<file path="config.mk">
export PLATFORM = sky130hd
export DESIGN_NAME = bcd_display_scan
export DESIGN_NICKNAME = d
export VERILOG_FILES = /design/src/rtl/bcd_display_scan_pkg.sv /design/src/rtl/bcd_display_scan_bcd_to_7seg.sv /design/src/rtl/bcd_display_scan.sv
export SDC_FILE = /design/constraint.sdc
export NUM_CORES = 1
export LEC_CHECK = 0
export ABC_AREA = 1
export BUFFER_PORTS_ARGS = -buffer_cell sky130_fd_sc_hd__buf_2
export CAP_MARGIN = 20
export CORE_ASPECT_RATIO = 0.9
export CORE_UTILIZATION = 55
export DETAILED_ROUTE_END_ITERATION = 10
export GPL_TIMING_DRIVEN = 0
export HOLD_SLACK_MARGIN = 0.02
export PLACE_DENSITY = 0.78
export SLEW_MARGIN = 0
export SYNTH_ARGS = -nofsm -noshare
export SYNTH_HDL_FRONTEND = slang
export SYNTH_SLANG_ARGS = --single-unit
</file>
<file path="constraint.sdc">
create_clock -name clock -period 3.7 [get_ports clock]
set_clock_uncertainty 0.15 [all_clocks]
set_input_delay 0.555 -clock clock [delete_from_list [all_inputs] [get_ports clock]]
set_output_delay 0.555 -clock clock [all_outputs]
set_load 0.005 [all_outputs]
</file>
<file path="src/rtl/bcd_display_scan_pkg.sv">
// Shared definitions for the multiplexed 7-segment display scanner:
// segment patterns ({g,f,e,d,c,b,a}, active-high) and FSM state encoding.
package bcd_display_scan_pkg;

    localparam logic [6:0] SEG_0    = 7'h3F;
    localparam logic [6:0] SEG_1    = 7'h06;
    localparam logic [6:0] SEG_2    = 7'h5B;
    localparam logic [6:0] SEG_3    = 7'h4F;
    localparam logic [6:0] SEG_4    = 7'h66;
    localparam logic [6:0] SEG_5    = 7'h6D;
    localparam logic [6:0] SEG_6    = 7'h7D;
    localparam logic [6:0] SEG_7    = 7'h07;
    localparam logic [6:0] SEG_8    = 7'h7F;
    localparam logic [6:0] SEG_9    = 7'h6F;
    // Non-BCD nibbles show a dash so a corrupted counter is visible on the board.
    localparam logic [6:0] SEG_DASH = 7'h40;
    localparam logic [6:0] SEG_OFF  = 7'h00;

    typedef enum logic {
        ST_IDLE = 1'b0,
        ST_SCAN = 1'b1
    } scan_state_e;

    // True when a packed BCD digit is zero (candidate for leading-zero blanking).
    function automatic logic nibble_is_zero(input logic [3:0] nib);
        return (nib == 4'h0);
    endfunction

endpackage

</file>
<file path="src/rtl/bcd_display_scan_bcd_to_7seg.sv">
// Combinational BCD nibble to 7-segment decoder; values 10..15 map to a dash.
module bcd_to_7seg
    import bcd_display_scan_pkg::*;
(
    input  logic [3:0] nibble_i,
    output logic [6:0] seg_o
);

    // Table lookup of the segment pattern for one nibble.
    always_comb begin
        seg_o = SEG_DASH;
        case (nibble_i)
            4'd0:    seg_o = SEG_0;
            4'd1:    seg_o = SEG_1;
            4'd2:    seg_o = SEG_2;
            4'd3:    seg_o = SEG_3;
            4'd4:    seg_o = SEG_4;
            4'd5:    seg_o = SEG_5;
            4'd6:    seg_o = SEG_6;
            4'd7:    seg_o = SEG_7;
            4'd8:    seg_o = SEG_8;
            4'd9:    seg_o = SEG_9;
            default: seg_o = SEG_DASH;
        endcase
    end

endmodule

</file>
<file path="src/rtl/bcd_display_scan.sv">
// Time-multiplexed 7-segment driver: snapshots NUM_DIGITS packed BCD digits once
// per frame, lights one digit per REFRESH_DIV-cycle slot, optional leading-zero blank.
module bcd_display_scan
    import bcd_display_scan_pkg::*;
#(
    parameter int NUM_DIGITS  = 4,
    parameter int REFRESH_DIV = 1000
) (
    input  logic                    clock,
    input  logic                    reset,
    input  logic                    enable,
    input  logic                    blank_lz,
    input  logic [4*NUM_DIGITS-1:0] digits_in,
    output logic [6:0]              seg,
    output logic [NUM_DIGITS-1:0]   anode,
    output logic                    frame_start
);

    localparam int CNT_W = $clog2(REFRESH_DIV);
    localparam int IDX_W = $clog2(NUM_DIGITS);
    localparam logic [CNT_W-1:0]      CNT_MAX      = CNT_W'(REFRESH_DIV - 1);
    localparam logic [IDX_W-1:0]      IDX_LAST     = IDX_W'(NUM_DIGITS - 1);
    localparam logic [NUM_DIGITS-1:0] ONE_HOT_BASE = {{(NUM_DIGITS-1){1'b0}}, 1'b1};

    logic [CNT_W-1:0]        cnt_q, cnt_d;
    logic                    tick_s;

    scan_state_e             state_q, state_d;
    logic [IDX_W-1:0]        index_q, index_d;
    logic [4*NUM_DIGITS-1:0] snap_q, snap_d;
    logic                    frame_start_q, frame_start_d;
    logic [6:0]              seg_q, seg_d;
    logic [NUM_DIGITS-1:0]   anode_q, anode_d;

    logic [3:0]              cur_nib_s;
    logic                    run_zero_s;
    logic                    upper_zero_s;
    logic                    blank_s;
    logic                    lit_s;
    logic [6:0]              dec_seg_s;

    assign tick_s = (cnt_q == CNT_MAX);

    // Prescaler next value: free-runs while enabled, held/cleared at 0 otherwise.
    always_comb begin
        cnt_d = cnt_q;
        if (!enable) begin
            cnt_d = {CNT_W{1'b0}};
        end else if (tick_s) begin
            cnt_d = {CNT_W{1'b0}};
        end else begin
            cnt_d = cnt_q + CNT_W'(1);
        end
    end

    // Prescaler register.
    always_ff @(posedge clock or negedge reset) begin
        if (!reset) begin
            cnt_q <= {CNT_W{1'b0}};
        end else begin
            cnt_q <= cnt_d;
        end
    end

    // Select the active snapshot digit and whether it and every higher digit are zero.
    always_comb begin
        cur_nib_s    = 4'h0;
        upper_zero_s = 1'b0;
        run_zero_s   = 1'b1;
        for (int k = NUM_DIGITS - 1; k >= 0; k--) begin
            run_zero_s   = run_zero_s & nibble_is_zero(snap_q[4*k +: 4]);
            cur_nib_s    = (index_q == IDX_W'(k)) ? snap_q[4*k +: 4] : cur_nib_s;
            upper_zero_s = (index_q == IDX_W'(k)) ? run_zero_s : upper_zero_s;
        end
    end

    bcd_to_7seg u_dec (
        .nibble_i (cur_nib_s),
        .seg_o    (dec_seg_s)
    );

    // Digit 0 is never blanked so a zero value still shows "0".
    assign blank_s = blank_lz && (index_q != {IDX_W{1'b0}}) && upper_zero_s;
    // Dropping enable darkens the display on the very same edge the FSM leaves SCAN.
    assign lit_s   = (state_q == ST_SCAN) && enable;

    // FSM and output next-state: frame loads, slot advance, blanking and decode.
    always_comb begin
        state_d       = state_q;
        index_d       = index_q;
        snap_d        = snap_q;
        frame_start_d = 1'b0;
        case (state_q)
            ST_IDLE: begin
                if (enable && tick_s) begin
                    snap_d        = digits_in;
                    index_d       = {IDX_W{1'b0}};
                    frame_start_d = 1'b1;
                    state_d       = ST_SCAN;
                end else begin
                    state_d       = ST_IDLE;
                end
            end
            ST_SCAN: begin
                if (!enable) begin
                    state_d = ST_IDLE;
                    index_d = {IDX_W{1'b0}};
                end else if (tick_s) begin
                    if (index_q == IDX_LAST) begin
                        index_d       = {IDX_W{1'b0}};
                        snap_d        = digits_in;
                        frame_start_d = 1'b1;
                    end else begin
                        index_d       = index_q + IDX_W'(1);
                    end
                end else begin
                    state_d = ST_SCAN;
                end
            end
            default: begin
                state_d = ST_IDLE;
                index_d = {IDX_W{1'b0}};
            end
        endcase

        if (lit_s) begin
            anode_d = ONE_HOT_BASE << index_q;
            seg_d   = blank_s ? SEG_OFF : dec_seg_s;
        end else begin
            anode_d = {NUM_DIGITS{1'b0}};
            seg_d   = SEG_OFF;
        end
    end

    // FSM state, scan index, frame snapshot and registered display outputs.
    always_ff @(posedge clock or negedge reset) begin
        if (!reset) begin
            state_q       <= ST_IDLE;
            index_q       <= {IDX_W{1'b0}};
            snap_q        <= {(4*NUM_DIGITS){1'b0}};
            frame_start_q <= 1'b0;
            seg_q         <= SEG_OFF;
            anode_q       <= {NUM_DIGITS{1'b0}};
        end else begin
            state_q       <= state_d;
            index_q       <= index_d;
            snap_q        <= snap_d;
            frame_start_q <= frame_start_d;
            seg_q         <= seg_d;
            anode_q       <= anode_d;
        end
    end

    assign seg         = seg_q;
    assign anode       = anode_q;
    assign frame_start = frame_start_q;

endmodule
</file>
After elaboration in Yosys (flattened, before gate mapping)
Memory sizes are Yosys's and may differ from the RTL's. Index checks and enable logic that the tools add are counted.

$add $sub $neg: 2. Eq/ne operators: 9. Shift operators: 1. Multiplexer cells: 30. Reductions and logical operators: 12. Bitwise gates (word level): 4.

Operators with widths (number): 16-bit two-way mux (4); 16-bit case mux with 2 select lines (1); 10-bit two-way mux (2); 4-bit two-way mux (5); 4-bit logical NOT (4); 7-bit two-way mux (2); 10-bit by 1-bit adder with 10-bit output (second input constant) (1); 10-bit equality test (second input constant) (1); 1-bit two-way mux (9); 2-bit two-way mux (4); 2-bit != test (second input constant) (3); 2-bit equality test (second input constant) (2); 1-bit logical AND (4); 1-bit case mux with 2 select lines (2); 2-bit case mux with 2 select lines (1); 4-bit AND reduction (1); 1-bit by 2-bit << shifter with 4-bit output (first input constant) (1); 1-bit bitwise AND (3); 3-bit != test (second input constant) (1); 2-bit by 1-bit adder with 2-bit output (second input constant) (1); 2-bit by 1-bit equality test with 1-bit output (second input constant) (1); 2-bit logical NOT (1); 2-bit by 1-bit != test with 1-bit output (second input constant) (1); 2-bit AND reduction (1); 2 further kinds (2).

Bits in registers: 41. Bits of input ports: 20. Logic and storage cells: 66. Memory bits (read-only): 112. Output and inout port bits: 12. Memories: 1.

Memories: (name not given) (words 16, width 7, read ports 1, clocked after Yosys merged registers in 0, wr ports 0, RTL line bcd_display_scan_bcd_to_7seg.sv:12) `case (nibble_i)`.

Logic depth before layout (Yosys ltp)
Gate-level depths: netlist of run 1.

Word-level depth: 8. Gate-level depth with buffers: 13. Mapped depth without buffers: 13.

Cells and area by module
A second synthesis of run 1 with hierarchy kept.

Cell total of the unflattened synthesis: 279. Area total of the unflattened synthesis: 2198.4 µm².

By module, submodules not included: bcd_display_scan (cells an instance 243, seq. area each 1026.0 µm², instances 1, area an instance 2005.7 µm²); bcd_to_7seg (cells an instance 36, seq. area each 0.0 µm², instances 1, area an instance 192.7 µm²).

Worst setup path before layout of run 1
No wires, ideal clock.

Path kind: reg2reg. From: reg index_q[0]. To: reg seg_q[3], in the netlist seg[3]. Slack: 1730 ps. Cell stages (with the launch flop): 13. Arrival time: 1748 ps. Required time: 3478 ps. Clock period less this slack: 1970 ps. Buffers on the path: 0. Path through: dfrtp_1 inv_1 ha_1 inv_2 nand3_1 nand2_1 a21boi_1 inv_1 ha_1 nand3b_1 nand2_1 nor2_1 nor2_1.

Word-level cells in the longest chain between the ends: 8. Elaborated cells on any way between the ends: 18. Classes of those cells: 3 x eq/ne; 10 x mux; 4 x reduce/logical; 1 x memory.

RTL lines: from (decl) (RTL line bcd_display_scan.sv:29) `logic [IDX_W-1:0] index_q, index_d;`; from (signal assigned) (RTL line bcd_display_scan.sv:139) `index_q <= {IDX_W{1'b0}};`; from (signal assigned) (RTL line bcd_display_scan.sv:146) `index_q <= index_d;`; 2-bit equality test (RTL line bcd_display_scan.sv:72, bcd_display_scan.sv:73); 4-bit two-way mux or 1-bit two-way mux (tied branches) (4 in a row) (RTL line bcd_display_scan.sv:72, bcd_display_scan.sv:73); memory 16 x 7 bit or 1-bit logical AND (tied branches); 7-bit two-way mux (*) (RTL line bcd_display_scan.sv:128) `seg_d = blank_s ? SEG_OFF : dec_seg_s;`; 7-bit two-way mux (*) (RTL line bcd_display_scan.sv:126) `if (lit_s) begin`; named net seg_d[3] (RTL line bcd_display_scan.sv:32) `logic [6:0] seg_q, seg_d;`; to (signal assigned) (RTL line bcd_display_scan.sv:149) `seg_q <= seg_d;`; to (decl) (RTL line bcd_display_scan.sv:32).

The timed path passes the listed nets; every way through them passes the cells marked *. A chain may end at the register's enable or synchronous reset.

Worst setup path in the final report of run 1
From: reg index_q[0]. To: reg seg_q[0], in the netlist seg[0].

The elaborated chain is that of the path after synthesis.

==> results of run 1 <==
[cell type report]
class	instances	area [sq um]
buffer	4	32.5
tap	44	55.1
multi-input combinational	171	872
clock inverter	2	10.0
clock buffer	6	72.6
timing repair buffer	31	155
inverter	27	103
fill	307	1130
sequential	41	1030
[power by group through the flow]
stage               clock, mW  sequential, mW  combinational (mW)
floorplan                   0           0.461             0.00560
global placement            0           0.461              0.0257
detailed placement          0           0.461              0.0263
CTS                     0.281           0.452              0.0263
global route            0.299           0.453              0.0296
finish                  0.277           0.452              0.0254
[critical path, delay by kind of cell, from the launching register on]
kind                       cells  cell delay [ns]
and+or+nand+nor                6             0.53
buffers and inverters          3             0.33
adders and majority gates      2             0.45
AOI/OAI and AO/OA              1             0.34
DFF                            1             0.42
[Yosys cell counts, types with 3 or more instances]
cell type	number	area, sq um
xor2_1	4	35.0
o21ai_0	7	35.0
inv_1	24	90.1
nand2_2	5	31.3
nor2_1	33	124
dfrtp_1	41	1030
o21ai_2	3	26.3
nor3_1	4	20.0
ha_1	10	125
a21oi_1	10	50.1
nand3_1	13	65.1
nand2_1	72	270
[cells by family (layout without fill, tap and decap cells)]
kind of cell	Yosys count	count (layout)	synth area share, %
DFF	41	41	50.5
AOI/OAI and AO/OA	23	23	7.02
adders and majority gates	10	10	6.15
buffers and inverters	31	70	6.65
and+or+nand+nor	133	133	27.6
xor gates and xnor gates	5	5	2.15
[cells in the final DEF, fill, tap and decap left out]
cell type,netlist,layout
nand3_2,1,1
clkbuf_1,0,1
inv_2,2,2
a21boi_1,1,1
xor2_1,4,4
a21oi_1,10,10
buf_6,2,2
nand3b_1,1,1
nor2_1,33,33
buf_2,2,33
o21ai_0,7,7
dfrtp_1,41,41
ha_1,10,10
xnor2_1,1,1
a21oi_4,1,1
nand3_1,13,13
o21ai_2,3,3
nor3_2,2,2
nand2_1,72,72
nand2_2,5,5
inv_1,24,24
nand4_1,2,2
clkbuf_8,0,5
a211oi_1,1,1
nor3_1,4,4
clkinv_2,1,3
[stage by stage]
| step | total power [mW] | setup slack [ns] |
|---|---|---|
| after floorplan | 0.466 | 1.73 |
| after global placement | 0.487 | 1.47 |
| after detailed placement | 0.487 | 1.46 |
| after CTS | 0.759 | 1.43 |
| after global routing | 0.781 | 1.13 |
| final | 0.754 | 1.42 |
[per-layer routing]
| layer | vias to the layer above | wire length (microns) |
|---|---|---|
| met5 | - | 0 |
| met4 | 0 | 57 |
| met3 | 5 | 131 |
| met2 | 36 | 1660 |
| met1 | 734 | 1840 |
| li1 | 829 | - |
[state kept, by name, indices dropped and copies added (netlist names)]
signal,cells
anode,4
index_q,2
cnt_q,10
state_q,1
seg,7
snap_q,16
frame_start,1
[worst min path at each step]
stage / start / endpoint / cells past startpoint
CTS: reset / cnt_q[7] / 1
finish: reset / snap_q[13] / 1
detailed placement: cnt_q[0] / cnt_q[0] / 1
global route: reset / cnt_q[9] / 1
floorplan: reset / anode[0] / 0
global placement: cnt_q[0] / cnt_q[0] / 1
==> impl_metrics.yaml, run 1 <==
clocking:
  cts-resized-gates: 0
  clock-sinks: 41
  post_cts_buffers: 0
  cts_tree: "done"
  ctsHoldBuffers: 0
  clk_latency_ns: 0.29
  cts_root_buf: "clkbuf_8"
  cts_buffer_depth: 2
  htreeDepth: 2
  cts_made_buffers: 5
  clkTransAtPathRegs_ns: 0.07
synthesis:
  synth_warnings: 0
  synth_nets: 273
  synth_seq_cells: 41
  ys.flop_type: "dfrtp_1"
  syn_area_sq_mm: 0.00203
  synthCells: 243
  synth_edf_count: 0
  async_reset_ff_share_pct: 100
  syn-mean-instance-area_sq_um: 8.37
  synth.distinct_cells: 24
  ys_seq_area_share_pct: 50.5
drt:
  wl_per_cell_microns: 11.3
  dr.pass1.iters: 4
  vias_per_cell: 4.92
  drt_iter0_markers: 73
  remaining_drc_errors: 0
  route.vias.total: 1604
  wirelength_microns: 3690
  ant_nets: 0
run:
  drv_cap: 0
layout:
  fin_nets: 311
  area.growth.synth_to_final_pct: 14.4
  design_area_sq_mm: 0.00233
  fin_cells: 326
  drive_gt1_share_pct: 20.2
  post-route-util_pct: 67.4
  n_antenna_cell: 0
floorplanning:
  ioPinCount: 32
  die_h_microns: 59.7
  rows: 20
  initial_utilization_pct: 58.9
  core_sq_mm: 0.00345
  die_area_sq_mm: 0.00394
  die_w_microns: 66.1
pwr:
  sw_frac_of_total_pct: 21.7
  comb_power_share_pct: 3.4
  pwr-share-clk_pct: 36.7
  p_sw_mw: 0.164
  p_leak_nw: 1.33
  pwr-share-seq_pct: 60.0
  ir_drop_uv: 203
  powerDensity_mw_per_mm2: 324
  p_int_mw: 0.590
sta:
  final_max_slew_viol_count: 0
  setup_viol: 0
  fmax_mhz: 438
  rsz0062_at_grt: "false"
  relSlewSlack_pct: 42.1
  finalCritPeriodShare_pct: 61.7
  final-hold-violation-count: 0
  setup-tns-final_ns: 0
  hold_slack_ns: 0.230
  post-route-min-period_ns: 2.28
  worst_pin_slew_ns: 0.868
setup_path:
  crit_path_start: "index_q[0]"
  path_max_fanout: 6
  r2r_cells: 12
  cp_slowest_cell: "dfrtp_1"
  startpoint_type: "flop"
  r2r-end: "seg[0]"
  reg2reg_from: "index_q[0]"
  crit_chain: "inv_1, ha_1, inv_2, nand3_1, nand2_1, a21boi_1, inv_1, ha_1, nand3b_1, nand2_1, nor2_1, nor2_1"
  path_class: "flop to flop"
  cpPeakStageDelay_ns: 0.42
  r2r_slack_ns: 1.42
  arrival_ns: 2.36
  cp.required_ns: 3.77
  worstSetupEndpoint: "seg[0]"
  worstSetupEndpointType: "flop"
global_routing:
  use_met2_pct: 33.8
  grt_pass1_wl_microns: 6170
  grt_antenna_before_repair: 0
  use_met3_pct: 4.58
  use_met1_pct: 28.2
  grtUsageTotal_pct: 21.2
  grt_overflow: 0
  grt_pass1_vias: 1470
  grt_max_degree: 42
  top_usage_layer: "met2"
run_status:
  status: "complete, no violations"
place:
  port_buffers: 31
  postPlaceCellArea_sq_mm: 0.00224
  hpwlAfterDp_microns: 2710
  dpl.cell_count: 318
  gp_congestion: 0.853
worst_hold_path:
  hold_path.class: "input pin to asynchronous set/reset pin"
No activity file was read; power rests on OpenSTA's default activity.
==> inputs of run 2 (changes only) <==
- clock period: 3.7 -> 2.3 ns (I/O delays scaled with it)
==> run 2 against run 1 <==
Net effect:
- clock power rose by 61%
- wire length up 1.7%
- sequential power rose by 61%
- die area unchanged
- via count unchanged
- worst hold slack worse by 0.21 ns
- critical path type unchanged
==> impl_metrics.yaml, run 2 (same netlist as run 1, synthesis figures left out) <==
run_status:
  status: "complete, no violations"
clocking:
  ctsHoldBuffers: 0
  cts-resized-gates: 0
  htreeDepth: 2
  clock-sinks: 41
  clk_latency_ns: 0.29
  clkTransAtPathRegs_ns: 0.07
  cts_root_buf: "clkbuf_8"
  post_cts_buffers: 0
  cts_made_buffers: 5
  cts_tree: "done"
  cts_buffer_depth: 2
setup_path:
  path_max_fanout: 6
  arrival_ns: 2.17
  crit_chain: "inv_1, ha_2, inv_2, nand3_1, nand2_1, a21boi_4, inv_1, ha_1, nand3b_1, nand2_1, nor2_1, nor2_1"
  cpPeakStageDelay_ns: 0.42
  cp_slowest_cell: "dfrtp_1"
  worst-path-buf-inv: 3
  cp_top_family: "simple AND/OR/NAND/NOR gates"
  cp.required_ns: 2.37
  worstSetupEndpointType: "flop"
  path_class: "flop to flop"
  startpoint_type: "flop"
global_routing:
  grt_max_degree: 42
  top_usage_layer: "met2"
  use_met2_pct: 33.8
  grt_pass1_wl_microns: 6170
  use_met1_pct: 28.2
  grt_pass1_vias: 1470
  grt_overflow: 0
  use_met3_pct: 4.58
  grt_antenna_before_repair: 0
  grtUsageTotal_pct: 21.2
floorplanning:
  core_sq_mm: 0.00345
  die_h_microns: 59.7
  rows: 20
  die_w_microns: 66.1
  initial_utilization_pct: 58.9
  ioPinCount: 32
  die_area_sq_mm: 0.00394
place:
  hpwlAfterDp_microns: 2710
  port_buffers: 31
  gp_congestion: 0.853
  postPlaceCellArea_sq_mm: 0.00224
layout:
  nFillCells: 311
  area.growth.synth_to_final_pct: 15.5
  post-route-util_pct: 68.0
  mostFrequentLayoutCell: "nand2_1"
  largest_reg_flops: 16
  n_antenna_cell: 0
  fin_nets: 311
  final_cell_mix: "71 x nand2_1, 41 x dfrtp_1, 33 x buf_2, 33 x nor2_1, 24 x inv_1"
  top_register: "snap_q"
  drive_gt1_share_pct: 22.0
  design_area_sq_mm: 0.00235
sta:
  worst_pin_slew_ns: 0.869
  finalCritPeriodShare_pct: 91.2
  fmax_mhz: 477
  final-hold-violation-count: 0
  setup-tns-final_ns: 0
  hold_slack_ns: 0.0197
  final_max_slew_viol_count: 0
  setup_viol: 0
  relSlewSlack_pct: 42.1
  post-route-min-period_ns: 2.10
drt:
  dr.pass1.iters: 4
  wl_per_cell_microns: 11.5
  wirelength_microns: 3750
  ant_nets: 0
  route.vias.total: 1604
  remaining_drc_errors: 0
  drt_iter0_markers: 107
  vias_per_cell: 4.92
pwr:
  ir_drop_uv: 326
  p_leak_nw: 1.34
  powerDensity_mw_per_mm2: 516
run:
  drv_cap: 0
worst_hold_path:
  hold_path.class: "input pin to asynchronous set/reset pin"
-- run 2: cell types whose count changed in the layout (fill, tap and decap cells not counted) --
cell and delta:
a21oi_1 -1, a21boi_4 +1, nand2_1 -1, nand2_2 +1
ha_1 -2, ha_2 +2, a21oi_2 +1, a21boi_1 -1
-- run 2: metrics by stage --
step	worst slack (ns)	cells	power (mW)
after floorplan	0.330	243	0.750
after global placement	0.0732	318	0.783
after detailed placement	0.0579	318	0.784
after CTS	0.0261	326	1.22
after global routing	-0.0116	326	1.26
final	0.203	326	1.21
-- run 2: per-layer routing --
layer / vias to the layer above / wire (microns)
met4: 0 / 57
met2: 40 / 1730
met3: 5 / 150
met1: 726 / 1810
li1: 833 / -
met5: - / 0
-- run 2: final timing paths --
check | slack, ns | from | depth (start not counted) | end
setup / recovery | 0.20 | index_q[0] | 12 | seg[0]
setup reg to reg | 0.20 | index_q[0] | 12 | seg[0]
hold reg to reg | 0.33 | cnt_q[0] | 1 | cnt_q[0]
hold / removal | 0.02 | reset | 1 | snap_q[13]
max in group asynchronous | 1.44 | reset | 1 | seg[4]
min in group clock | 0.09 | digits_in[7] | 3 | snap_q[7]
-- run 2: layout make-up --
class	count	area (sq um)	area share, %
multi-input cells	171	895	38.1
clock inverters	2	10.0	0.426
plain buffers	4	32.5	1.39
inverters	27	103	4.37
flip-flops and latches	41	1030	43.7
clock buffers	6	72.6	3.09
repair buffers	31	155	6.61
well taps	44	55.1	2.34
-- run 2: worst reg2reg max path: stages, from the launching register on --
cell      delay (ns)
dfrtp_1         0.42
inv_1           0.13
ha_2            0.24
inv_2           0.07
nand3_1         0.07
nand2_1         0.11
a21boi_4        0.21
inv_1           0.09
ha_1            0.17
nand3b_1        0.15
nand2_1         0.09
nor2_1          0.05
nor2_1          0.09
-- run 2: report_power, final --
part / internal [mW] / switching [mW] / total (mW)
sequential: 0.725 / 0.00291 / 0.727
clock: 0.210 / 0.234 / 0.445
combinational: 0.0151 / 0.0258 / 0.0409
total: 0.950 / 0.263 / 1.21
